### config.mk
export PLATFORM = sky130hd
export DESIGN_NAME = f_backtrack
export DESIGN_NICKNAME = d
export VERILOG_FILES = /design/src/rtl/f_backtrack.sv
export SDC_FILE = /design/constraint.sdc
export NUM_CORES = 1
export LEC_CHECK = 0
export ABC_AREA = 1
export BUFFER_PORTS_ARGS = -buffer_cell sky130_fd_sc_hd__buf_2
export CAP_MARGIN = 20
export CORE_UTILIZATION = 30
export DETAILED_ROUTE_END_ITERATION = 10
export PLACE_DENSITY = 0.53
export SLEW_MARGIN = 20
export SYNTH_ARGS = -nofsm -noshare
export SYNTH_HDL_FRONTEND = slang
export SYNTH_SLANG_ARGS = --single-unit
### constraint.sdc
create_clock -name clk_in -period 3.5 [get_ports clk_in]
set_input_delay 0.175 -clock clk_in [delete_from_list [all_inputs] [get_ports clk_in]]
set_output_delay 0.175 -clock clk_in [all_outputs]
set_load 0.02 [all_outputs]
### src/rtl/f_backtrack.sv
// Traceback of the F/B segmentation table: follows back-pointers B(k,i) from
// (K, i_last) down to k=1 and emits one (k, start, end) segment per formant.
module f_backtrack #(
  parameter int I        = 160,
  parameter int FORMANTS = 5,
  parameter int JW       = $clog2(I) + 1
) (
  input  logic                          clk_in,
  input  logic                          rst_n_in,
  input  logic                          start,
  input  logic [$clog2(I)-1:0]          i_last,
  input  logic [$clog2(FORMANTS):0]     k_total,
  output logic [$clog2(FORMANTS)-1:0]   b_k_req,
  output logic [$clog2(I)-1:0]          b_i_req,
  output logic                          b_req_valid,
  input  logic signed [JW-1:0]          b_rd_data,
  output logic [$clog2(FORMANTS)-1:0]   seg_k,
  output logic [$clog2(I)-1:0]          seg_start,
  output logic [$clog2(I)-1:0]          seg_end,
  output logic                          seg_valid,
  output logic                          busy,
  output logic                          done,
  output logic                          error
);

  localparam int IW = $clog2(I);
  localparam int KW = $clog2(FORMANTS);
  localparam logic signed [JW-1:0] NEG1 = '1;

  typedef enum logic [2:0] {
    IDLE,
    REQ,
    WAIT,
    CHECK,
    EMIT,
    FINISH
  } state_t;

  state_t          state;
  logic [KW-1:0]   cur_k;
  logic [IW-1:0]   cur_i;

  logic            args_bad;
  logic [IW:0]     i_last_p1;
  logic signed [JW-1:0] j;
  logic signed [JW-1:0] cur_i_s;
  logic signed [JW-1:0] km2_s;
  logic            j_bad;

  // K segments need at least K frames, and K must fit the table.
  assign i_last_p1 = {1'b0, i_last} + (IW+1)'(1);
  assign args_bad  = (k_total == '0)
                  || (k_total > (KW+1)'(FORMANTS))
                  || ((IW+1)'(k_total) > i_last_p1);

  assign j       = b_rd_data;
  assign cur_i_s = JW'({1'b0, cur_i});
  assign km2_s   = JW'(cur_k) - JW'(2);

  // A pointer must leave at least one frame for each remaining lower segment.
  assign j_bad = (j < NEG1)
              || (j >= cur_i_s)
              || ((cur_k == KW'(1)) && (j != NEG1))
              || ((cur_k > KW'(1)) && (j < km2_s));

  always_ff @(posedge clk_in or negedge rst_n_in) begin
    if (!rst_n_in) begin
      state       <= IDLE;
      cur_k       <= '0;
      cur_i       <= '0;
      b_k_req     <= '0;
      b_i_req     <= '0;
      b_req_valid <= 1'b0;
      seg_k       <= '0;
      seg_start   <= '0;
      seg_end     <= '0;
      seg_valid   <= 1'b0;
      busy        <= 1'b0;
      done        <= 1'b0;
      error       <= 1'b0;
    end else begin
      case (state)
        IDLE: begin
          if (start) begin
            cur_i <= i_last;
            cur_k <= k_total[KW-1:0];
            if (args_bad) begin
              done  <= 1'b1;
              error <= 1'b1;
              state <= FINISH;
            end else begin
              busy        <= 1'b1;
              b_req_valid <= 1'b1;
              b_k_req     <= k_total[KW-1:0];
              b_i_req     <= i_last;
              state       <= REQ;
            end
          end
        end

        REQ: begin
          b_req_valid <= 1'b0;
          state       <= WAIT;
        end

        WAIT: begin
          state <= CHECK;
        end

        CHECK: begin
          if (j_bad) begin
            done  <= 1'b1;
            error <= 1'b1;
            state <= FINISH;
          end else begin
            seg_valid <= 1'b1;
            seg_k     <= cur_k;
            seg_start <= IW'(j + JW'(1));
            seg_end   <= cur_i;
            state     <= EMIT;
            if (cur_k == KW'(1)) begin
              done  <= 1'b1;
              error <= 1'b0;
            end else begin
              // Next read overlaps this segment's emission cycle.
              b_req_valid <= 1'b1;
              b_k_req     <= cur_k - KW'(1);
              b_i_req     <= IW'(j);
              cur_k       <= cur_k - KW'(1);
              cur_i       <= IW'(j);
            end
          end
        end

        EMIT: begin
          seg_valid   <= 1'b0;
          b_req_valid <= 1'b0;
          if (done) begin
            done  <= 1'b0;
            busy  <= 1'b0;
            state <= IDLE;
          end else begin
            state <= WAIT;
          end
        end

        FINISH: begin
          done  <= 1'b0;
          error <= 1'b0;
          busy  <= 1'b0;
          state <= IDLE;
        end

        default: begin
          state <= IDLE;
        end
      endcase
    end
  end

endmodule

# --- After elaboration in Yosys (flattened, before gate mapping) ---
# Index checks and enable logic that the tools add are counted.
totals:
  reg_bits: 49
  in_bits: 24
  out_inout_bits: 35
  elab_cells: 99
classes:
  add_sub_neg: 4
  magnitude_cmp: 6
  eq_ne: 14
  mux: 36
  bitwise: 1
  reduce_logical: 25
op_table:
  columns: ["op", "n"]
  rows:
  - ["8-bit two-way mux", 5]
  - ["8-bit case mux with 2 select lines", 2]
  - ["3-bit two-way mux", 7]
  - ["4-bit AND reduction", 4]
  - ["3-bit case mux with 5 select lines", 1]
  - ["1-bit two-way mux", 13]
  - ["2-bit inequality test, second input constant", 6]
  - ["1-bit case mux with 3 select lines", 4]
  - ["3-bit case mux with 2 select lines", 2]
  - ["3-bit nonzero test", 4]
  - ["5-bit AND reduction", 2]
  - ["8-bit by 1-bit adder with 9-bit output, second input constant", 1]
  - ["9-bit >= comparator", 1]
  - ["4-bit by 9-bit > comparator with 1-bit output", 1]
  - ["9-bit by 1-bit < comparator with 1-bit output, second input constant", 1]
  - ["9-bit by 4-bit < comparator with 1-bit output", 1]
  - ["9-bit by 1-bit inequality test with 1-bit output, second input constant", 1]
  - ["8-bit by 2-bit adder with 8-bit output, second input constant", 1]
  - ["3-bit by 1-bit == test with 1-bit output, second input constant", 2]
  - ["3-bit by 2-bit == test with 1-bit output, second input constant", 2]
  - ["3-bit == test, second input constant", 2]
  - ["1-bit logical OR", 5]
  - ["4-bit by 3-bit > comparator with 1-bit output, second input constant", 1]
  - ["4-bit logical NOT", 1]
  - ["other kinds (12)", 16]

# --- Longest topological paths before layout ---
# Gate-level depths: netlist of the first run.
logic_depth:
  ltp_word: 6
  ltp_mapped: 18
  mapped_depth_nobuf: 17

# --- Worst setup path before layout of the first run ---
# OpenSTA, ideal clock, no wires.
synth_path:
  path_type: "register -> register"
  start: "reg cur_k[1]"
  end: "reg seg_k[1]"
  setup_ns: 0.128
  arrival_ns: 2.080
  required_time_ns: 3.372
  slack_ns: 1.293
  path_stages_with_launch: 17
  n_path_buf: 1
  synth_period_minus_slack_ns: 2.207
  path_cell_list: "dfrtp_1 inv_1 ha_1 inv_1 ha_1 nand2_1 nor2_1 nand3_1 nand3_1 nand2_1 nand2_1 nand3_2 nor2_4 inv_2 buf_2 nand2_1 o21ai_0"
synth_via:
  elab_chain_cells: 6
  word_cells_on_any_way: 10
  cone_classes: "add/sub: 1; order compare: 2; eq/ne: 1; bitwise: 1; reduce/logical: 5"
synth_rtl:
  columns: ["element", "line_no", "rtl"]
  rows:
  - ["start, declared", "40", "logic [KW-1:0] cur_k;"]
  - ["start signal, assigned", "86", "cur_k <= k_total[KW-1:0];"]
  - ["start signal, assigned", "129", "cur_k <= cur_k - KW'(1);"]
  - ["3-bit by 2-bit subtractor with 4-bit output or 3-bit by 1-bit == test with 1-bit output (tied branches)", "58, 63", null]
  - ["9-bit by 4-bit < comparator with 1-bit output or 1-bit logical AND (tied branches)", "64, 63", null]
  - ["1-bit logical AND or 1-bit logical OR (tied branches)", "64, 63", null]
  - ["1-bit logical OR", "64", "|| ((cur_k > KW'(1)) && (j < km2_s));"]
  - ["1-bit NOT (no line)", null, null]
  - ["2-bit AND reduction (no line)", null, null]
  - ["end signal, assigned", "117", "seg_k <= cur_k;"]
  - ["end, declared", "17", "output logic [$clog2(FORMANTS)-1:0] seg_k,"]
# Several ways; a longest one is shown, not always the timed one.
# A chain may end at the register's enable or synchronous reset.

# --- Worst setup path after layout of the first run ---
layout_path:
  start: "reg cur_k[1]"
  end: "reg cur_i[3]"
layout_via:
  elab_chain_cells: 6
  word_cells_on_any_way: 11
  cone_classes: "add/sub: 1; order compare: 2; eq/ne: 3; reduce/logical: 5"
layout_rtl:
  columns: ["element", "line_no", "rtl"]
  rows:
  - ["3-bit by 2-bit subtractor with 4-bit output or 3-bit by 1-bit == test with 1-bit output (tied branches)", "58, 63, 121", null]
  - ["9-bit by 4-bit < comparator with 1-bit output or 1-bit logical AND (tied branches)", "64, 63", null]
  - ["1-bit logical AND or 1-bit logical OR (tied branches)", "64, 63", null]
  - ["1-bit logical OR", "64", null]
  - ["2-bit inequality test (no line)", null, null]
  - ["4-bit AND reduction (no line) (*)", null, null]
  - ["end signal, assigned", "85", "cur_i <= i_last;"]
  - ["end signal, assigned", "130", "cur_i <= IW'(j);"]
  - ["end, declared", "41", "logic [IW-1:0] cur_i;"]
# Every way passes the cells marked *; elsewhere a longest branch is shown, timed or not.

==> results of run 1 <==
## worst max-delay path by stage
stage	cells after the start	startpoint	to	slack, ns
after floorplan	16	cur_k[1]	seg_k[1]	1.29
after global placement	15	cur_k[1]	cur_k[1]	0.73
after detailed placement	15	cur_k[1]	cur_i[3]	0.58
after CTS	15	cur_k[1]	cur_i[3]	0.54
after global routing	15	cur_k[1]	cur_k[1]	0.21
final	15	cur_k[1]	cur_i[3]	0.57
## cell usage in the layout (no fill, tap or decap), drive strengths merged, types with 2 or more instances in the layout
cell | netlist | routed
nor2 | 28 | 28
o21ai | 30 | 30
buf | 8 | 60
nand3 | 19 | 19
xor2 | 5 | 5
and2 | 2 | 2
dfrtp | 49 | 49
nand2 | 132 | 132
nand4 | 13 | 13
clkbuf | 3 | 5
inv | 54 | 55
a21oi | 13 | 13
o21a | 9 | 9
xnor2 | 2 | 2
ha | 26 | 26
nor3 | 5 | 5
## worst register-to-register path, cell delays in order (launching register included)
cell	delay, ns
dfrtp_1	0.41
inv_1	0.15
ha_1	0.16
inv_1	0.12
ha_1	0.35
nand2_1	0.08
nor2_1	0.13
nand3_1	0.08
nand3_1	0.09
nand2_1	0.06
nand2_1	0.09
nand3_2	0.11
nand2_2	0.24
nand2_1	0.46
nand2_1	0.18
o21ai_1	0.08
## cell type report
| type | count | area, um^2 |
|---|---|---|
| Clock buffer | 5 | 68.8 |
| Sequential cell | 49 | 1230 |
| Timing Repair Buffer | 61 | 315 |
| Tap cell | 133 | 166 |
| Inverter | 54 | 203 |
| Fill cell | 1073 | 6210 |
| Clock inverter | 3 | 25.0 |
| Multi-Input combinational cell | 287 | 1560 |
## metal layers
metal / up-vias / track usage, %
li1: 1398 / -
met1: 1245 / 21.8
met2: 54 / 26.2
met3: 10 / 2.03
met5: - / 0
met4: 0 / 4.51
## sequential cells by signal, indices dropped and copies added (netlist names)
register and cells:
busy 1, b_req_valid 1, seg_start 8, state 3
seg_valid 1, b_i_req 8, cur_k 3, seg_k 3
b_k_req 3, cur_i 8, seg_end 8, error 1
done 1
## power by group through the flow
stage	clock network, uW	logic, uW	registers (uW)
3_5_place_dp	0	1780	1030
4_1_cts	370	1790	1020
2_1_floorplan	0	1070	1240
3_3_place_gp	0	1740	1030
6_report	359	1760	1010
5_1_grt	389	2030	1040
## cell families after synthesis
logic type	Yosys count	share of synthesized area, %
DFF	49	40.4
AOI/OAI and AO/OA	54	9.85
adders and majority gates	26	10.7
xor gates and xnor gates	7	2.02
buffers and inverters	65	8.41
and+or+nand+nor	200	28.6
## through the flow
step                setup slack [ns]  hold slack [ns]  total power [uW]  std cells  area, um^2
floorplan                       1.29           -0.121              2310        401        3040
global placement               0.734            0.324              2770        583        3460
global route                   0.207            0.132              3460        592        3560
CTS                            0.543            0.130              3180        592        3560
detailed placement             0.582            0.335              2810        583        3460
finish                         0.570            0.136              3140        592        3560
## what timing repair did
item | CTS | global route
hold buffers | 1 | 0
endpoints found under the hold margin | 29 | 0
buffers inserted | 0 | 0
==> impl_metrics.json, run 1 <==
{
  "status": "finished, final reports clean",
  "grt_pass1_vias": 2590,
  "r2r-start": "cur_k[1]",
  "synth_edf_count": 0,
  "power.density_nw_per_um2": 881,
  "crit_slowest_cell": "nand2_1",
  "coreArea_um2": 9770,
  "highest_layer": "met4",
  "finalWirelength_mm": 7.81,
  "slowest_delay_ns": 0.46,
  "ys_types": 29,
  "drive_gt1_share_pct": 17.9,
  "dr.pass1.iters": 4,
  "max-vdd-ir-drop_mv": 0.244,
  "synth_fp_nets": 451,
  "cts_resized": 0,
  "netlist_instances": 401,
  "drt_iter0_drc": 136,
  "worstSetupPathType": "flip-flop to flip-flop",
  "wl_met2_mm": 3.58,
  "root_buffer": "clkbuf_8",
  "p_leak_uw": 0.00194,
  "internal-power_uw": 1590,
  "crit_buf_inv": 2,
  "synth_most_common_cell": "nand2_1",
  "r2r-end": "cur_i[3]",
  "cts_buffer_depth": 2,
  "synthArstFlopShare_pct": 100,
  "switchingPower_uw": 1550,
  "num_vias": 2707,
  "rows": 36,
  "rsz0062_at_grt": "false",
  "grt_pass1_wl_mm": 12.8,
  "yosysWarningCount": 0,
  "synth_top_area_share_pct": 40.4,
  "worstPathMaxFanout": 22,
  "floorplan.die_area_um2": 10500,
  "setup_viol": 0,
  "start_util_pct": 31.1,
  "ios": 59,
  "slew_violations": 0,
  "pwr-share-seq_pct": 32.3,
  "fp.dieH_um": 103,
  "cts_tree": "yes",
  "critPathCaptureType": "flip-flop",
  "path_cells": "inv_1 -> ha_1 -> inv_1 -> ha_1 -> nand2_1 -> nor2_1 -> nand3_1 -> nand3_1 -> nand2_1 -> nand2_1 -> nand3_2 -> nand2_2 -> nand2_1 -> nand2_1 -> o21ai_1",
  "hold_viol": 0,
  "hold_end": "seg_start[0]",
  "p_clk_share_pct": 11.5,
  "die_x_um": 103,
  "yosysSeqAreaShare_pct": 40.4,
  "reg2reg_slack_ns": 0.57,
  "avgViaCountPerCell": 4.57,
  "utilization_pct": 36.4,
  "drv_cap": 0,
  "grtUsageTotal_pct": 15.9,
  "wl_per_cell_um": 13.2,
  "ys_ff_latch": 49,
  "detail-route-antenna-nets": 0,
  "ff2ff_path_depth": 15,
  "drc_errors": 0,
  "h-tree-depth": 2,
  "hold-path-cell-count": 2,
  "min_period_ns": 2.93,
  "cp.arrival_ns": 3.11,
  "synth_area_leaders": "dfrtp_1 40%, nand2_1 16%, ha_1 11%",
  "p_sw_share_pct": 49.5,
  "fin_setup_tns_ns": 0,
  "crit_top_cell": "nand2_1",
  "cts_buffers": 5,
  "worstPathRequired_ns": 3.68,
  "skew_ns": 0.0185,
  "routabilityCongestion": 0.856,
  "synthFlopType": "dfrtp_1",
  "pwr-share-comb_pct": 56.3,
  "hpwl_mm": 6.06,
  "overflow": 0,
  "final_nets": 508,
  "antenna_found_initial": 0,
  "areaGrowthSynthToFinish_pct": 17.2,
  "clkSlewWorstSetupHoldPaths_ns": 0.11,
  "max_freq_mhz": 341,
  "hp-class": "input pin to flip-flop",
  "synthTopCellsByCount": "131 x nand2_1, 49 x dfrtp_1, 49 x inv_1",
  "relSlewSlack_pct": 56.1,
  "io_buffer_count": 58,
  "clkLatencyLatePin_ns": 0.32,
  "worstMarginPinSlew_ns": 0.657,
  "grt_start_max_net_pins": 50,
  "hold_start": "b_rd_data[0]",
  "start_kind": "flip-flop",
  "synth_top_area_cell": "dfrtp_1",
  "clock-sinks": 49,
  "wl_met1_mm": 3.85,
  "dr_wl_met3_um": 250,
  "fin_crit_sh_pct": 83.7,
  "syn-cell-area_um2": 3040,
  "avgSynthCellArea_um2": 7.57,
  "crit_family": "simple AND/OR/NAND/NOR gates",
  "num_antenna_cells": 0
}
No activity file was read; power rests on OpenSTA's default activity.
==> run 2, diff against run 1 <==
--- a/config.mk
+++ b/config.mk
@@ -5,12 +5,12 @@
 export SDC_FILE = /design/constraint.sdc
 export NUM_CORES = 1
 export LEC_CHECK = 0
-export ABC_AREA = 1
+export ABC_AREA = 0
 export BUFFER_PORTS_ARGS = -buffer_cell sky130_fd_sc_hd__buf_2
 export CAP_MARGIN = 20
 export CORE_UTILIZATION = 30
 export DETAILED_ROUTE_END_ITERATION = 10
-export PLACE_DENSITY = 0.53
+export PLACE_DENSITY = 0.55
 export SLEW_MARGIN = 20
 export SYNTH_ARGS = -nofsm -noshare
 export SYNTH_HDL_FRONTEND = slang
==> constraint.sdc (replaced) <==
create_clock -name clk_in -period 2.3 [get_ports clk_in]
set_input_delay 0.115 -clock clk_in [delete_from_list [all_inputs] [get_ports clk_in]]
set_output_delay 0.115 -clock clk_in [all_outputs]
set_load 0.02 [all_outputs]
==> run 2 against run 1 <==
Fmax rose by 22%. Sequential share of layout area fell by 3.8 points. Synthesized area fell by 3.5%. The run now ends with setup timing left. Largest power group unchanged. Clock power rose by 81%. Final cell count fell by 13%.
==> impl_metrics.json, run 2 <==
{
  "status": "finished, violations left",
  "violations": "setup timing",
  "synth_edf_count": 0,
  "synth_area_leaders": "dfrtp_1 42%, ha_1 11%, mux2_2 7.3%",
  "pre_cts_ws_ns": -0.127,
  "clock-sinks": 49,
  "finalWirelength_mm": 7.57,
  "fin_setup_tns_ns": -1.58,
  "ios": 59,
  "setup_viol": 24,
  "wl_per_cell_um": 14.6,
  "synth_top_area_share_pct": 41.8,
  "drive_gt1_share_pct": 44.5,
  "root_buffer": "clkbuf_8",
  "synth_fp_nets": 336,
  "yosysSeqAreaShare_pct": 41.8,
  "fin_ws_ns": -0.0953,
  "hold_start": "b_rd_data[0]",
  "worstSetupPathType": "flip-flop to flip-flop",
  "fin_cells": 518,
  "coreArea_um2": 9370,
  "hold_end": "seg_start[0]",
  "power.density_nw_per_um2": 1320,
  "synth_most_common_cell": "dfrtp_1",
  "critPathCaptureType": "flip-flop",
  "hp-class": "input pin to flip-flop",
  "synth_top_area_cell": "dfrtp_1",
  "layout.cells.most_common_list": "59 x buf_2, 49 x dfrtp_1, 39 x nand2_1, 36 x buf_4, 23 x o21ai_0",
  "final_common_cell": "buf_2",
  "avgViaCountPerCell": 4.71,
  "worstPathRequired_ns": 2.49,
  "netlist_instances": 286,
  "yosysWarningCount": 0,
  "reg2reg_slack_ns": -0.1,
  "detail-route-antenna-nets": 0,
  "final_nets": 438,
  "ff2ff_path_depth": 12,
  "dp_cells": 501,
  "clkSlewWorstSetupHoldPaths_ns": 0.09,
  "max_freq_mhz": 417,
  "skew_ns": 0.00567,
  "rsz0062_at_grt": "true",
  "start_util_pct": 31.3,
  "grt_start_max_net_pins": 50,
  "grt_pass1_wl_mm": 12.5,
  "cts_buffers": 5,
  "ys_types": 44,
  "r2r-end": "b_i_req[1]",
  "min_period_ns": 2.40,
  "max-vdd-ir-drop_mv": 0.531,
  "synthTopCellsByCount": "49 x dfrtp_1, 41 x nand2_1, 26 x ha_1",
  "io_buffer_count": 58,
  "grt_pass1_vias": 2537,
  "h-tree-depth": 2,
  "crit_path_start": "cur_k[2]",
  "p_leak_uw": 0.00193,
  "cts_tree": "yes",
  "cts_buffer_depth": 2,
  "fp.dieH_um": 101,
  "fin_crit_sh_pct": 104,
  "floorplan.die_area_um2": 10200,
  "relSlewSlack_pct": 57.3,
  "antenna_found_initial": 0,
  "hpwl_mm": 5.82,
  "nFillCells": 949,
  "clkLatencyLatePin_ns": 0.30,
  "utilization_pct": 42.6,
  "slew_violations": 0,
  "start_kind": "flip-flop",
  "synthArstFlopShare_pct": 100,
  "worstMarginPinSlew_ns": 0.641,
  "num_vias": 2440,
  "cp.arrival_ns": 2.59,
  "ys_ff_latch": 49,
  "hold_viol": 0,
  "worstPathMaxFanout": 11,
  "routabilityCongestion": 0.869,
  "num_antenna_cells": 0,
  "drv_cap": 0,
  "syn-cell-area_um2": 2930,
  "synthFlopType": "dfrtp_1",
  "grtUsageTotal_pct": 16.0,
  "r2r-start": "cur_k[2]",
  "hold-path-cell-count": 2,
  "die_x_um": 101,
  "rows": 35,
  "overflow": 0,
  "areaGrowthSynthToFinish_pct": 36.3,
  "drt_iter0_drc": 122,
  "dr.pass1.iters": 4,
  "avgSynthCellArea_um2": 10.3,
  "drc_errors": 0
}
-- run 2: cell types whose count changed after synthesis, moves of 8 or more --
cell / change
inv_1: -31
mux2_2: +19
mux2_4: +10
nand2_1: -90
nand3_1: -8
nand4_1: -10
nor2_1: -9
o21a_1: -9
o21ai_0: +16
o21ai_1: -20
-- run 2: area by class of cell --
cell class	count	area, um^2	area share (%)
Clock buffer	6	82.6	2.07
Clock inverter	2	37.5	0.939
Inverter	18	75.1	1.88
Multi-Input combinational cell	209	1710	42.7
Sequential cell	49	1230	30.7
Tap cell	129	161	4.04
Timing Repair Buffer	105	707	17.7
-- run 2: stage by stage --
| step | hold WS (ns) | total power (uW) | instance area [um^2] |
|---|---|---|---|
| final | 0.0971 | 5290 | 4000 |
| after global routing | 0.0848 | 5730 | 4000 |
| after CTS | 0.0829 | 5260 | 3920 |
| after detailed placement | 0.279 | 4460 | 3710 |
| after global placement | 0.267 | 4410 | 3710 |
| after floorplan | -0.181 | 3520 | 3040 |
-- run 2: cells by family after synthesis --
logic type,synth area share [%]
AO/OA/AOI/OAI,13.7
XOR/XNOR,2.99
adder cells (fa/ha/maj),11.1
buffers and inverters,5.04
flip-flops,41.8
multiplexers,12.8
AND/OR/NAND/NOR,12.5
-- run 2: worst max path at each step --
| stage | to | slack, ns | depth (start not counted) |
|---|---|---|---|
| after CTS | b_i_req[7] | -0.11 | 12 |
| final | b_i_req[1] | -0.1 | 12 |
| after global routing | b_i_req[1] | -0.21 | 12 |
| after floorplan | b_i_req[1] | -0.03 | 10 |
| after detailed placement | b_i_req[0] | -0.13 | 11 |
| after global placement | b_i_req[0] | -0.11 | 11 |
-- run 2: timing repair --
action | 4_1_cts | 5_1_grt
pin swaps | 3 | 7
endpoints found under the hold margin | 49 | 0
cloned | 1 | 2
endpoints found under the setup margin | 40 | 45
buffers inserted | 4 | 2
hold buffers | 1 | 0
gates resized for setup | 13 | 12
-- run 2: report_power, final --
part           switching (uW)  internal [uW]
Combinational            1590           1510
Sequential                271           1270
Clock                     297            354
-- run 2: worst max-delay path, stage by stage (launching register included) --
cell      delay (ns)
dfrtp_1         0.40
inv_2           0.09
ha_4            0.17
inv_8           0.06
ha_4            0.27
nand2_2         0.06
o21ai_2         0.15
a311oi_2        0.14
o31ai_4         0.10
nand3_2         0.14
a22oi_2         0.22
buf_12          0.19
mux2_4          0.30
-- run 2: routing by layer --
metal / up-vias / part of all wire, % / GRT usage (%)
met5: - / 0 / 0
met4: 0 / 1.1 / 4.12
met3: 6 / 4.2 / 3.33
met2: 42 / 47 / 25.7
met1: 1179 / 48 / 21.8
li1: 1213 / - / -
